===== config.mk =====
export PLATFORM = sky130hd
export DESIGN_NAME = alu_arbiter
export DESIGN_NICKNAME = d
export VERILOG_FILES = /design/src/rtl/alu_arbiter_pkg.sv /design/src/rtl/alu_arbiter_alu.sv /design/src/rtl/alu_arbiter.sv
export SDC_FILE = /design/constraint.sdc
export NUM_CORES = 1
export LEC_CHECK = 0
export ABC_AREA = 1
export CORE_MARGIN = 2
export CORE_UTILIZATION = 52
export CTS_BUF_LIST = sky130_fd_sc_hd__clkbuf_8
export DETAILED_ROUTE_END_ITERATION = 16
export GPL_TIMING_DRIVEN = 1
export PLACE_DENSITY = 0.77
export SLEW_MARGIN = 20
export SYNTH_ARGS = -nofsm -noshare
export SYNTH_HDL_FRONTEND = slang
export SYNTH_SLANG_ARGS = --single-unit

===== constraint.sdc =====
create_clock -name clk -period 3.2 [get_ports clk]
set_input_delay 0.32 -clock clk [delete_from_list [all_inputs] [get_ports clk]]
set_output_delay 0.32 -clock clk [all_outputs]
set_load 0.02 [all_outputs]

===== src/rtl/alu_arbiter_pkg.sv =====
// ---------------------------------------------------------------------------
// alu_arbiter_pkg
// Shared definitions for the ALU and the two-requester ALU arbiter:
//   - ALU op-code width and the ALU_* op-code constants
//   - response-buffer state encoding (EMPTY=0, FULL=1)
// ---------------------------------------------------------------------------
package alu_arbiter_pkg;

  localparam int ALU_OP_W = 3;

  localparam logic [ALU_OP_W-1:0] ALU_ADD = 3'd0;
  localparam logic [ALU_OP_W-1:0] ALU_SUB = 3'd1;
  localparam logic [ALU_OP_W-1:0] ALU_SL  = 3'd2;
  localparam logic [ALU_OP_W-1:0] ALU_SLT = 3'd3;
  localparam logic [ALU_OP_W-1:0] ALU_XOR = 3'd4;
  localparam logic [ALU_OP_W-1:0] ALU_SR  = 3'd5;
  localparam logic [ALU_OP_W-1:0] ALU_OR  = 3'd6;
  localparam logic [ALU_OP_W-1:0] ALU_AND = 3'd7;

  typedef enum logic {
    EMPTY = 1'b0,
    FULL  = 1'b1
  } rsp_state_e;

endpackage


===== src/rtl/alu_arbiter_alu.sv =====
// ---------------------------------------------------------------------------
// alu
// Purely combinational 32-bit integer ALU.
// Ports:
//   src1, src2 : operands (XLEN)
//   ctrl       : ALU_* op code
//   arith      : sign-filling right shift for ALU_SR
//   result     : operation result (XLEN)
//   zero       : result == 0
// ---------------------------------------------------------------------------
module alu
  import alu_arbiter_pkg::*;
#(
  parameter int XLEN = 32
) (
  input  logic [XLEN-1:0]     src1,
  input  logic [XLEN-1:0]     src2,
  input  logic [ALU_OP_W-1:0] ctrl,
  input  logic                arith,
  output logic [XLEN-1:0]     result,
  output logic                zero
);

  logic signed [XLEN-1:0] src1_s;
  logic        [XLEN-1:0] diff;
  logic        [4:0]      shamt;

  assign src1_s = src1;
  assign diff   = src1 - src2;
  assign shamt  = src2[4:0];

  always_comb begin
    result = '0;
    case (ctrl)
      ALU_ADD: result = src1 + src2;
      ALU_SUB: result = diff;
      ALU_SL:  result = src1 << shamt;
      // Sign bit of the raw difference, not an overflow-corrected compare.
      ALU_SLT: result = {{(XLEN-1){1'b0}}, diff[XLEN-1]};
      ALU_XOR: result = src1 ^ src2;
      ALU_SR:  result = arith ? $unsigned(src1_s >>> shamt) : (src1 >> shamt);
      ALU_OR:  result = src1 | src2;
      ALU_AND: result = src1 & src2;
      default: result = '0;
    endcase
  end

  assign zero = (result == '0);

endmodule


===== src/rtl/alu_arbiter.sv =====
// ---------------------------------------------------------------------------
// alu_arbiter
// Shares one ALU between two valid/ready requesters with round-robin grant.
// The granted operation's result is registered into a one-entry response
// buffer that drains through its own valid/ready handshake (latency 1,
// throughput 1).
// Ports:
//   clk, rst                    : clock, async active-high reset
//   reqN_valid / reqN_ready     : request handshake, N = 0,1
//   reqN_src1, reqN_src2        : operands
//   reqN_ctrl, reqN_arith       : ALU op code, arithmetic shift select
//   rsp_valid / rsp_ready       : response handshake
//   rsp_id                      : requester that issued the buffered result
//   rsp_data, rsp_zero          : registered ALU result and zero flag
// ---------------------------------------------------------------------------
module alu_arbiter
  import alu_arbiter_pkg::*;
#(
  parameter int XLEN = 32
) (
  input  logic                clk,
  input  logic                rst,
  input  logic                req0_valid,
  output logic                req0_ready,
  input  logic [XLEN-1:0]     req0_src1,
  input  logic [XLEN-1:0]     req0_src2,
  input  logic [ALU_OP_W-1:0] req0_ctrl,
  input  logic                req0_arith,
  input  logic                req1_valid,
  output logic                req1_ready,
  input  logic [XLEN-1:0]     req1_src1,
  input  logic [XLEN-1:0]     req1_src2,
  input  logic [ALU_OP_W-1:0] req1_ctrl,
  input  logic                req1_arith,
  output logic                rsp_valid,
  input  logic                rsp_ready,
  output logic                rsp_id,
  output logic [XLEN-1:0]     rsp_data,
  output logic                rsp_zero
);

  rsp_state_e state_p1, state_d;
  logic       prio_p1;
  logic       vld_p1;
  logic       id_p1;
  logic [XLEN-1:0] data_p1;
  logic       zero_p1;

  logic       grant_vld, grant_id, free, accept;

  logic [XLEN-1:0]     src1_p0, src2_p0;
  logic [ALU_OP_W-1:0] ctrl_p0;
  logic                arith_p0;
  logic [XLEN-1:0]     result_p0;
  logic                zero_p0;

  // ---- stage p0: arbitration, operand mux, ALU ----
  always_comb begin
    grant_vld  = req0_valid | req1_valid;
    grant_id   = 1'b0;
    if (req0_valid && req1_valid) grant_id = prio_p1;
    else if (req1_valid)          grant_id = 1'b1;

    // A buffer being drained this cycle can take a new result at the same edge.
    free       = (state_p1 == EMPTY) | rsp_ready;
    accept     = free & grant_vld;
    req0_ready = accept & ~grant_id;
    req1_ready = accept &  grant_id;

    state_d = state_p1;
    if (accept)         state_d = FULL;
    else if (rsp_ready) state_d = EMPTY;
  end

  // With no grant, grant_id is 0 so the ALU sees requester 0; nothing is captured.
  assign src1_p0  = grant_id ? req1_src1  : req0_src1;
  assign src2_p0  = grant_id ? req1_src2  : req0_src2;
  assign ctrl_p0  = grant_id ? req1_ctrl  : req0_ctrl;
  assign arith_p0 = grant_id ? req1_arith : req0_arith;

  alu #(.XLEN(XLEN)) u_alu (
    .src1   (src1_p0),
    .src2   (src2_p0),
    .ctrl   (ctrl_p0),
    .arith  (arith_p0),
    .result (result_p0),
    .zero   (zero_p0)
  );

  // ---- stage p1: response buffer ----
  always_ff @(posedge clk or posedge rst) begin
    if (rst) begin
      state_p1 <= EMPTY;
      prio_p1  <= 1'b0;
      id_p1    <= 1'b0;
      data_p1  <= '0;
      zero_p1  <= 1'b0;
    end else begin
      state_p1 <= state_d;
      if (accept) begin
        prio_p1 <= ~grant_id;
        id_p1   <= grant_id;
        data_p1 <= result_p0;
        zero_p1 <= zero_p0;
      end
    end
  end

  assign vld_p1    = (state_p1 == FULL);
  assign rsp_valid = vld_p1;
  assign rsp_id    = id_p1;
  assign rsp_data  = data_p1;
  assign rsp_zero  = zero_p1;

endmodule


==> results.json, run 1 <==
{
  "status": "stopped before the end",
  "lastStage": "5_1_grt",
  "firstError": "[ERROR GRT-0232] Routing congestion too high. Check the congestion heatmap in the GUI.",
  "ys_ff_latch": 36,
  "io_buffers": 177,
  "grt-ovfl-total": 557,
  "yosys.cell_types.count": 51,
  "ios": 178,
  "yosys.cell_count.top_type": "nand2_1",
  "synth_area_mm2": 0.0119,
  "synth_nets": 2536,
  "start_util": 0.528,
  "synth_common_cells": "717 x nand2_1, 404 x nand3_1, 283 x inv_1",
  "grt_worst_setup_endpoint": "rsp_zero$_DFFE_PP0P_/D",
  "grt_util_all_layers": 0.891,
  "clock_path_buffers": 2,
  "rows": 55,
  "grt_max_degree": 63,
  "synth_area_leaders": "nand2_1 23%, nand3_1 17%, ha_1 10%, inv_1 8.9%, dfrtp_1 7.6%",
  "yosys.area.top_type_share": 0.226,
  "synth_ff_type": "dfrtp_1",
  "dpl.hpwl_um": 49300,
  "seq_area_frac_synth": 0.0758,
  "clock_sinks": 36,
  "worst_path_end_type": "register input",
  "htreeDepth": 2,
  "yosysTopAreaCell": "nand2_1",
  "cts_buffers": 5,
  "cts_root_buf": "clkbuf_8",
  "synthArstFlopShare": 1.00,
  "die_h_um": 155,
  "gp_congestion": 1.28,
  "postSynthCellCount": 2298,
  "yosys_warnings": 0,
  "dp_cells": 3163,
  "avgSynthCellArea_um2": 5.17,
  "synth_edf_count": 0,
  "dieWidth_um": 155
}
[layer usage]
layer  overflow  track usage
met1         24        0.855
met4        150        0.948
met5          1        0.466
met2        365         1.04
met3         17        0.779
[cell families after synthesis]
group                      Yosys count  share of synthesized area
AOI/OAI and AO/OA                  339                      0.163
DFF                                 36                     0.0758
adders and majority gates           97                      0.103
xor gates and xnor gates             4                    0.00295
buffers and inverters              410                      0.142
and+or+nand+nor                   1412                      0.514
[per-stage QoR]
stage / utilization / hold WS, ps / TNS [ps] / area, µm² / worst slack [ps]
floorplan: - / 487 / 0 / 11900 / 0.188
global placement: 0.778 / 460 / -18520 / 17500 / -927
detailed placement: 0.778 / 464 / -21850 / 17500 / -1060
CTS: 0.832 / 444 / -134 / 18700 / -131
[repair_timing]
action,in CTS
gates resized for setup,239
endpoints found under the setup margin,31
hold buffers,0
gates cloned,5
buffers inserted,19
pin swaps,50
==> run 2, diff against run 1 <==
CORE_UTILIZATION = 40   (was 52)
CTS_BUF_LIST = default   (was sky130_fd_sc_hd__clkbuf_8)
PLACE_DENSITY = default   (was 0.77)
PLACE_DENSITY_LB_ADDON = 0.15   (was default)
clock period = 4.15 ns   (was 3.2 ns; I/O delays follow)
==> run 2 against run 1 <==
Effect of this change:
- the flow now finishes without violations
- synthesized area did not move
- synthesized cell count did not move
==> results.json, run 2 <==
{
  "final_common_cell": "nand2_1",
  "grt_util_all_layers": 0.433,
  "drive_gt1_frac": 0.201,
  "synth_ff_type": "dfrtp_1",
  "drv_cap": 0,
  "rsz0062_at_grt": "true",
  "grt_use_met3": 0.0581,
  "worst_setup_path_end_kind": "flip-flop",
  "slew_headroom": 0.468,
  "use_met2": 0.701,
  "status": "finished, final reports clean",
  "fin_cells": 3241,
  "start_util": 0.403,
  "reg2reg_from": "prio_p1$_DFFE_PP0P_",
  "drc": 0,
  "r2r-end": "rsp_zero$_DFFE_PP0P_",
  "grt_max_degree": 70,
  "cp-start-kind": "input port",
  "met1_usage": 0.551,
  "wl_per_cell_um": 21.3,
  "cts_tree": "done",
  "htreeDepth": 2,
  "crit_required_ps": 4370,
  "powerDensity_mw_per_mm2": 339,
  "drt_iter0_drc": 2329,
  "vias": 18400,
  "io_buffers": 177,
  "first_pass_iters": 6,
  "synth_nets": 2536,
  "p_total_uw": 6000,
  "clock_sinks": 36,
  "grt-ovfl-total": 0,
  "largest_register_ffs": 32,
  "gp_congestion": 1.09,
  "yosys_warnings": 0,
  "final_cell_mix": "706 x nand2_1, 468 x buf_4, 401 x nand3_1, 283 x inv_1, 189 x nor2_1",
  "synth_edf_count": 0,
  "cp_max_fo": 13,
  "synth_area_leaders": "nand2_1 23%, nand3_1 17%, ha_1 10%, inv_1 8.9%, dfrtp_1 7.6%",
  "leakagePower_uw": 0.00949,
  "yosys.cell_count.top_type": "nand2_1",
  "core_area_mm2": 0.0295,
  "synth_area_mm2": 0.0119,
  "dieArea_mm2": 0.0311,
  "max_freq_mhz": 252,
  "yosys.area.top_type_share": 0.226,
  "ys_ff_latch": 36,
  "hp-class": "reg2reg",
  "reg2reg_slack_ps": 440,
  "dieWidth_um": 176,
  "synthArstFlopShare": 1.00,
  "peakVddDrop_mv": 0.169,
  "hp-start": "rsp_data[30]$_DFFE_PP0P_",
  "yosysTopAreaCell": "nand2_1",
  "clk_latency_ps": 290,
  "seq_area_frac_synth": 0.0758,
  "dpl.hpwl_um": 59000,
  "maxSlewViolCount": 0,
  "holdPathEnd": "rsp_data[30]$_DFFE_PP0P_",
  "cts_root_buf": "clkbuf_16",
  "hold_viol": 0,
  "yosys.cell_types.count": 51,
  "area_growth_pct": 49.0,
  "cp.arrival_ps": 4190,
  "tightest_slew_ps": 798,
  "path_class": "in2reg",
  "fin_util": 0.601,
  "synth_common_cells": "717 x nand2_1, 404 x nand3_1, 283 x inv_1",
  "holdPathStages": 2,
  "wirelength_um": 69100,
  "grt_pass1_vias": 17300,
  "grt.busiest_layer": "met2",
  "clock_path_buffers": 2,
  "avgSynthCellArea_um2": 5.17,
  "antenna_found_initial": 4,
  "layout.nets": 3086,
  "grt_pass1_wl_um": 101000,
  "fin_skew_ps": 6.17,
  "timing.final.crit_share": 0.957,
  "min_period_ps": 3970,
  "antenna_left": 0,
  "postSynthCellCount": 2298,
  "via_per_inst": 5.69,
  "worstRegToRegCells": 24,
  "setup_viol": 0,
  "ios": 178,
  "die_h_um": 176,
  "dp_cells": 3230,
  "cts_buffers": 5,
  "clk_pin_slew_worst_paths_ps": 50,
  "rows": 63
}
## run 2: cell counts after synthesis
Identical to the previous run, type by type.
## run 2: logic make-up (layout without fill, tap and decap cells)
logic type               after synthesis  count (layout)  synth area share
XOR/XNOR                               4               4           0.00295
buffers and inverters                410             960             0.142
adder cells (fa/ha/maj)               97              97             0.103
AND/OR/NAND/NOR                     1412            1413             0.514
other                                  0               2                 0
flip-flops                            36              36            0.0758
AO/OA/AOI/OAI                        339             339             0.163
## run 2: metrics by stage
step           area (µm²)  setup WS, ps  TNS, ps  hold slack (ps)
4_1_cts             17500          3.21        0              480
2_1_floorplan       11900           552        0              514
3_3_place_gp        17300          -384    -1480              461
6_report            17700           178        0              481
3_5_place_dp        17300          -407    -1860              464
5_1_grt             17700         -4.48    -4.48              500
## run 2: timing repair
item | CTS | global route
hold buffers | 0 | 0
pin swaps | 0 | 4
endpoints found under the setup margin | 2 | 5
gates cloned | 0 | 1
setup buffers | 0 | 0
gates resized for setup | 7 | 62
## run 2: worst max-delay path, stage by stage
cell and delay, ps:
clkdlybuf4s50_1 450, buf_4 140, nand2_8 100, nand2_4 190, buf_4 150, nand2_1 50
nand2_1 150, inv_1 110, ha_1 440, nand2_1 110, inv_1 100, nand3_1 100
nor2_1 300, nand4_1 190, nand3_1 210, nand2_1 70, nand2_1 70, a21oi_1 50
o21ai_0 70, nand3_1 140, nor2_1 130, nand2_1 90, nor2_2 160, nand4_1 110
nand2_1 70
## run 2: area by class of cell
cell class | instances | area [µm²]
Clock inverter | 2 | 10.0
Fill cell | 2978 | 11800
Antenna cell | 2 | 5.00
Tap cell | 390 | 488
Clock buffer | 6 | 139
Inverter | 295 | 1110
Sequential cell | 36 | 901
Multi-Input combinational cell | 1853 | 9530
Timing Repair Buffer | 657 | 5530
## run 2: layer usage
metal,part of all wire,up-vias
met5,0.00022,-
met4,0.071,2
met3,0.10,257
met2,0.44,1231
met1,0.39,8384
li1,-,8575
## run 2: worst max-delay path by stage
stage / from / to / slack, ps / depth (start not counted)
3_3_place_gp: req0_valid / rsp_zero$_DFFE_PP0P_ / -380 / 24
5_1_grt: req0_valid / rsp_zero$_DFFE_PP0P_ / -4 / 26
4_1_cts: req0_valid / rsp_zero$_DFFE_PP0P_ / 3 / 24
3_5_place_dp: req0_valid / rsp_data[25]$_DFFE_PP0P_ / -410 / 22
2_1_floorplan: req1_valid / rsp_zero$_DFFE_PP0P_ / 550 / 22
6_report: req0_valid / rsp_zero$_DFFE_PP0P_ / 180 / 25
## run 2: power breakdown
| group | leakage (µW) | switching [µW] | total (µW) | internal (µW) |
|---|---|---|---|---|
| logic | 0.00896 | 3000 | 5100 | 2110 |
| clock network | 0.0000766 | 144 | 381 | 236 |
| registers | 0.000455 | 60.4 | 518 | 458 |
(Power assumes the default switching activity.)
